<file path="src/rtl/mc_controller.sv">
// mc_controller: multicycle control unit for a small ARM-like core.
// Sequences FETCH/DECODE/memory/execute/branch states and drives the datapath
// selects and write enables. It also holds the architectural NZCV flags.
//
// Parameters:
//   ALU_CTRL_W : ALUControl width (2 or 3). EOR and CMP exist only at 3.
//   RD_W       : destination register field width. All-ones selects the PC.
//
// Ports:
//   clk, reset_n      : clock, synchronous active-low reset
//   Op, Funct, Rd     : instruction class, {I, cmd[3:0], S/L}, destination
//   Cond              : condition field
//   ALUFlags          : NZCV from the ALU, captured in execute states
//   mem_ready         : memory handshake; low stalls the memory states
//   PCWrite, IRWrite, MemW, RegW : write enables, forced low during reset
//   AdrSrc, ALUSrcA, ResultSrc, ALUSrcB, ImmSrc, RegSrc, ALUControl : datapath selects
//   illegal           : one-cycle pulse in DECODE for an undefined instruction
//   Flags             : architectural NZCV register
//
// Optional build macro: MC_COND_EXEC_EN enables conditional execution from Cond.
module mc_controller #(
   parameter int unsigned ALU_CTRL_W = 3,
   parameter int unsigned RD_W       = 4
) (
   input  logic                  clk,
   input  logic                  reset_n,
   input  logic [1:0]            Op,
   input  logic [5:0]            Funct,
   input  logic [RD_W-1:0]       Rd,
   input  logic [3:0]            Cond,
   input  logic [3:0]            ALUFlags,
   input  logic                  mem_ready,
   output logic                  PCWrite,
   output logic                  IRWrite,
   output logic                  MemW,
   output logic                  RegW,
   output logic                  AdrSrc,
   output logic                  ALUSrcA,
   output logic                  illegal,
   output logic [1:0]            ResultSrc,
   output logic [1:0]            ALUSrcB,
   output logic [1:0]            ImmSrc,
   output logic [1:0]            RegSrc,
   output logic [ALU_CTRL_W-1:0] ALUControl,
   output logic [3:0]            Flags
);

   localparam logic [2:0] ALU_ADD = 3'b000;
   localparam logic [2:0] ALU_SUB = 3'b001;
   localparam logic [2:0] ALU_AND = 3'b010;
   localparam logic [2:0] ALU_ORR = 3'b011;
   localparam logic [2:0] ALU_EOR = 3'b100;
   localparam bit         EXT_OPS = (ALU_CTRL_W >= 3);

   localparam logic [3:0] CMD_AND = 4'b0000;
   localparam logic [3:0] CMD_EOR = 4'b0001;
   localparam logic [3:0] CMD_SUB = 4'b0010;
   localparam logic [3:0] CMD_ADD = 4'b0100;
   localparam logic [3:0] CMD_CMP = 4'b1010;
   localparam logic [3:0] CMD_ORR = 4'b1100;

   typedef enum logic [3:0] {
      FETCH, DECODE, MEMADR, MEMRD, MEMWB, MEMWR, EXECR, EXECI, ALUWB, BRANCH
   } state_e;

   state_e     state_q, state_d;
   logic [3:0] flags_q, flags_d;

   logic [3:0] cmd;
   logic       s_bit, imm_bit, rd_is_pc;
   logic       cmd_legal, cmd_arith, is_cmp;
   logic [2:0] alu_exec;
   logic       cond_ok;
   logic       pc_we, ir_we, mem_we, reg_we;

   assign cmd      = Funct[4:1];
   assign imm_bit  = Funct[5];
   assign s_bit    = Funct[0];
   assign rd_is_pc = (Rd == '1);
   assign is_cmp   = EXT_OPS && (cmd == CMD_CMP);

   // Data-processing command decode: legality, ALU opcode, CV-affecting ops
   always_comb begin
      cmd_legal = 1'b1;
      cmd_arith = 1'b0;
      alu_exec  = ALU_ADD;
      case (cmd)
         CMD_ADD: begin alu_exec = ALU_ADD; cmd_arith = 1'b1; end
         CMD_SUB: begin alu_exec = ALU_SUB; cmd_arith = 1'b1; end
         CMD_AND: alu_exec = ALU_AND;
         CMD_ORR: alu_exec = ALU_ORR;
         CMD_EOR: begin alu_exec = ALU_EOR; cmd_legal = EXT_OPS; end
         CMD_CMP: begin alu_exec = ALU_SUB; cmd_arith = 1'b1; cmd_legal = EXT_OPS; end
         default: cmd_legal = 1'b0;
      endcase
   end

`ifdef MC_COND_EXEC_EN
   // Standard condition table evaluated against the architectural flags
   logic fn, fz, fc, fv;
   assign {fn, fz, fc, fv} = flags_q;

   always_comb begin
      cond_ok = 1'b1;
      case (Cond)
         4'b0000: cond_ok = fz;
         4'b0001: cond_ok = !fz;
         4'b0010: cond_ok = fc;
         4'b0011: cond_ok = !fc;
         4'b0100: cond_ok = fn;
         4'b0101: cond_ok = !fn;
         4'b0110: cond_ok = fv;
         4'b0111: cond_ok = !fv;
         4'b1000: cond_ok = fc && !fz;
         4'b1001: cond_ok = !fc || fz;
         4'b1010: cond_ok = (fn == fv);
         4'b1011: cond_ok = (fn != fv);
         4'b1100: cond_ok = !fz && (fn == fv);
         4'b1101: cond_ok = fz || (fn != fv);
         default: cond_ok = 1'b1;
      endcase
   end
`else
   // Unconditional build: Cond is referenced but cannot affect the result
   assign cond_ok = 1'b1 | (^Cond);
`endif

   // State and flag registers
   always_ff @(posedge clk) begin
      if (!reset_n) begin
         state_q <= FETCH;
         flags_q <= '0;
      end else begin
         state_q <= state_d;
         flags_q <= flags_d;
      end
   end

   // Flags move only in execute; CMP writes flags even without S
   always_comb begin
      flags_d = flags_q;
      if ((state_q == EXECR || state_q == EXECI) && (s_bit || is_cmp)) begin
         flags_d[3:2] = ALUFlags[3:2];
         if (cmd_arith) flags_d[1:0] = ALUFlags[1:0];
      end
   end

   // Next-state and per-state datapath controls
   always_comb begin
      state_d    = state_q;
      pc_we      = 1'b0;
      ir_we      = 1'b0;
      mem_we     = 1'b0;
      reg_we     = 1'b0;
      AdrSrc     = 1'b0;
      ALUSrcA    = 1'b0;
      illegal    = 1'b0;
      ResultSrc  = 2'b00;
      ALUSrcB    = 2'b00;
      ImmSrc     = 2'b00;
      RegSrc     = 2'b00;
      ALUControl = ALU_CTRL_W'(ALU_ADD);
      case (state_q)
         FETCH: begin
            ALUSrcA   = 1'b1;
            ALUSrcB   = 2'b10;
            ResultSrc = 2'b10;
            ir_we     = mem_ready;
            pc_we     = mem_ready;
            if (mem_ready) state_d = DECODE;
         end
         DECODE: begin
            ALUSrcA   = 1'b1;
            ALUSrcB   = 2'b10;
            ResultSrc = 2'b10;
            ImmSrc    = Op;
            RegSrc    = {Op == 2'b01, Op == 2'b10};
            if (!cond_ok) begin
               state_d = FETCH;
            end else begin
               case (Op)
                  2'b01: state_d = MEMADR;
                  2'b00: begin
                     if (!cmd_legal) begin
                        illegal = 1'b1;
                        state_d = FETCH;
                     end else begin
                        state_d = imm_bit ? EXECI : EXECR;
                     end
                  end
                  2'b10: state_d = BRANCH;
                  default: begin
                     illegal = 1'b1;
                     state_d = FETCH;
                  end
               endcase
            end
         end
         MEMADR: begin
            ALUSrcB = 2'b01;
            state_d = s_bit ? MEMRD : MEMWR;
         end
         MEMRD: begin
            AdrSrc = 1'b1;
            if (mem_ready) state_d = MEMWB;
         end
         MEMWB: begin
            ResultSrc = 2'b01;
            reg_we    = 1'b1;
            pc_we     = rd_is_pc;
            state_d   = FETCH;
         end
         MEMWR: begin
            AdrSrc = 1'b1;
            mem_we = 1'b1;
            if (mem_ready) state_d = FETCH;
         end
         EXECR, EXECI: begin
            ALUSrcB    = (state_q == EXECI) ? 2'b01 : 2'b00;
            ALUControl = ALU_CTRL_W'(alu_exec);
            state_d    = is_cmp ? FETCH : ALUWB;
         end
         ALUWB: begin
            reg_we  = 1'b1;
            pc_we   = rd_is_pc;
            state_d = FETCH;
         end
         BRANCH: begin
            ALUSrcB   = 2'b01;
            ResultSrc = 2'b10;
            pc_we     = 1'b1;
            state_d   = FETCH;
         end
         default: state_d = FETCH;
      endcase
   end

   // Write enables are held off while reset is asserted, even mid-stall
   assign PCWrite = pc_we  & reset_n;
   assign IRWrite = ir_we  & reset_n;
   assign MemW    = mem_we & reset_n;
   assign RegW    = reg_we & reset_n;
   assign Flags   = flags_q;

endmodule

</file>
<file path="config.mk">
export PLATFORM = sky130hd
export DESIGN_NAME = mc_controller
export DESIGN_NICKNAME = d
export VERILOG_FILES = /design/src/rtl/mc_controller.sv
export SDC_FILE = /design/constraint.sdc
export NUM_CORES = 1
export LEC_CHECK = 0
export ABC_AREA = 0
export BUFFER_PORTS_ARGS = -buffer_cell sky130_fd_sc_hd__buf_2
export CORE_MARGIN = 2
export CORE_UTILIZATION = 39
export DETAILED_ROUTE_END_ITERATION = 12
export GPL_TIMING_DRIVEN = 0
export PLACE_DENSITY = 0.75
export SYNTH_ARGS = -nofsm -noshare
export SYNTH_HDL_FRONTEND = slang
export SYNTH_SLANG_ARGS = --single-unit
</file>
<file path="constraint.sdc">
create_clock -name clk -period 1.1 [get_ports clk]
set_input_delay 0.11 -clock clk [delete_from_list [all_inputs] [get_ports clk]]
set_output_delay 0.11 -clock clk [all_outputs]
set_load 0.02 [all_outputs]
</file>
==> metrics <==
share of the synthesized area in the top cell type=20.2%; Net Count, Synth=129; WS Path Type=reg2out; core area=1940 µm²; cells on worst reg2reg path=6; Fin. Hold Viols=0; Max Fanout on Critical Path=7; Initial Util=40.9%; die area=2410 µm²; port bufs=39; CP required=0.99 ns; WHS=0.108 ns; synth warn=0; first-pass GRT wire length=4.20 mm; initial antenna violation count=0; Fin Setup TNS=-6.73 ns; final worst slack=-0.371 ns; Worst-path clk slew=0.06 ns; total power=0.00111 W; LEAKAGE=0.704 nW; #FFs+latches synth=8; Unique masters post-synth=43; Max Fclk=680 MHz; Final HPWL DP=1.83 mm; WL per Instance=16.1 µm; H-tree depth=1; syn_area_per_cell=7.79 µm²; Seq/Total Area, Yosys=20.2%; Post-Syn Area=795 µm²; post-layout min period=1.47 ns; ANT nets after route=0; nets@finish=190; later-pin clock latency in the skew report=0.25 ns; share of layout cells above drive strength 1=64.0%; hold path cells=3; routed wire length=3.03 mm; # DRC=0; RSZ-0062 raised after global routing=true; vias in the first global route=954; Max-Slew Margin vs Limit=71.9%; die span in y=49.1 µm; final RePlAce weighted congestion=0.779; failing checks=setup timing; TritonCTS clock tree=done; period utilisation layout=134%; post-synthesis async set-or-reset flop share=0%; Pre-Repair DR Iteration Count=4; maxcap violations=0; Syn Inst Count=102; wl on met1=1.15 mm; via count=1036; Post-synth EDFFs=0; Boundary Pins=45; Worst Tran Pin Value=0.421 ns; Max Used Layer=met4; min-delay worst type=in2reg; CTS max path bufs=2; GRT Overall Usage=21.6%; Ant. Diodes=0; ys flop type=dfxtp_1; clock sink count=8; final core utilization=81.3%; metal2 WL=1.68 mm; met3 routed WL=161 µm; Peak VDD IR=0.000581 V; total gr overflow=0; final setup violation count=26; top cells by area, synth=dfxtp_1, ha_1, nand2_1; P&R area growth vs syn=98.7%; CP Launch Type=flop; PD cells=706 nW/µm²; CTS buffer count=3; data arrival time of the critical path=1.36 ns; clock root buffer master=clkbuf_4; largest net degree at the start of global routing=11; Site Rows=16; status=finished, violations left; chip width=49.1 µm; vias per cell=5.51; max-slew violations=0; Clock Skew=0.00815 ns; crit end category=output port; DRT iter0 DRCs=17; post-synth top area cell=dfxtp_1
==> synthesized netlist by cell type (2+ instances only) <==
cell type,count
and2_1,2
nand2b_1,5
nand2_1,11
mux2i_1,3
nand4_1,3
ha_1,4
inv_1,4
nor2_1,6
nor4_1,5
nor3b_2,2
o21ai_1,3
a21oi_1,3
nand3_1,4
o311ai_1,2
buf_4,3
buf_2,2
nor3_2,3
dfxtp_1,8
xnor2_1,2
nand3b_1,2
nor3_1,3
==> flip-flops by register name, indices dropped and copies added, names as in the netlist <==
register,flops
state_q,4
Flags,4
==> placed cells by master, fill, tap and decap left out, drive strengths merged, types with 4 or more instances in the layout <==
master / netlist / layout
nor4: 5 / 5
nor2: 6 / 6
buf: 6 / 62
dfxtp: 8 / 8
ha: 4 / 4
nor3: 6 / 6
o21ai: 4 / 4
nand2: 11 / 11
clkbuf: 1 / 4
nand3: 4 / 4
nand2b: 5 / 5
inv: 5 / 5
==> through the flow <==
step                      std cells  setup WS (ns)  instance area (µm²)
after floorplan                 102         -0.131                  930
after CTS                       180         -0.366                 1340
final                           188         -0.371                 1580
after global placement          168         -0.219                 1160
after global routing            188         -0.411                 1580
after detailed placement        168         -0.250                 1160
==> where the power goes <==
part	internal, W	switching, W
Combinational	0.000273	0.000293
Clock	0.000125	0.000107
Sequential	0.000299	0.0000175
==> final timing paths <==
path | startpoint | slack (ns) | end
worst min-delay path | ALUFlags[3] | 0.11 | Flags[3]$_SDFFE_PN0P_
worst min register to register | Flags[0]$_SDFFE_PN0P_ | 0.47 | Flags[0]$_SDFFE_PN0P_
worst max-delay path | state_q[2]$_SDFFE_PN0P_ | -0.37 | ALUSrcB[0]
worst max register to register | state_q[2]$_SDFFE_PN0P_ | -0.24 | Flags[0]$_SDFFE_PN0P_
==> critical path, stage by stage, from the launching register on <==
cell and delay (ns):
dfxtp_2 0.33, buf_12 0.14, buf_6 0.14, nor3_4 0.16
nand2_1 0.11, o21ai_2 0.08, buf_6 0.13
==> final cells by class <==
class	instances	area, µm²
inverters	5	18.8
flip-flops and latches	8	170
clock buffers	3	22.5
multi-input cells	82	822
well taps	27	33.8
plain buffers	7	87.6
fillers	120	363
repair buffers	56	424
==> cell families after synthesis <==
logic type                 after synthesis  share of synthesized area [%]
xor gates and xnor gates                 3                           3.31
AOI/OAI and AO/OA                       20                           18.4
muxes                                    3                           3.78
DFF                                      8                           20.2
and+or+nand+nor                         52                           39.7
buffers and inverters                   12                           8.34
adders and majority gates                4                           6.30
==> per-layer routing <==
layer,track usage (%),vias to the layer above
met2,41.7,41
met5,0,-
met4,2.86,0
met3,3.07,7
met1,25.4,499
li1,-,489
==> repair_timing <==
item,4_1_cts,5_1_grt
pin swaps,10,12
hold buffers,0,0
resized for setup,27,40
setup buffers,9,7
setup endpoints to repair,26,26
cloned,0,1
(Power assumes the default switching activity.)
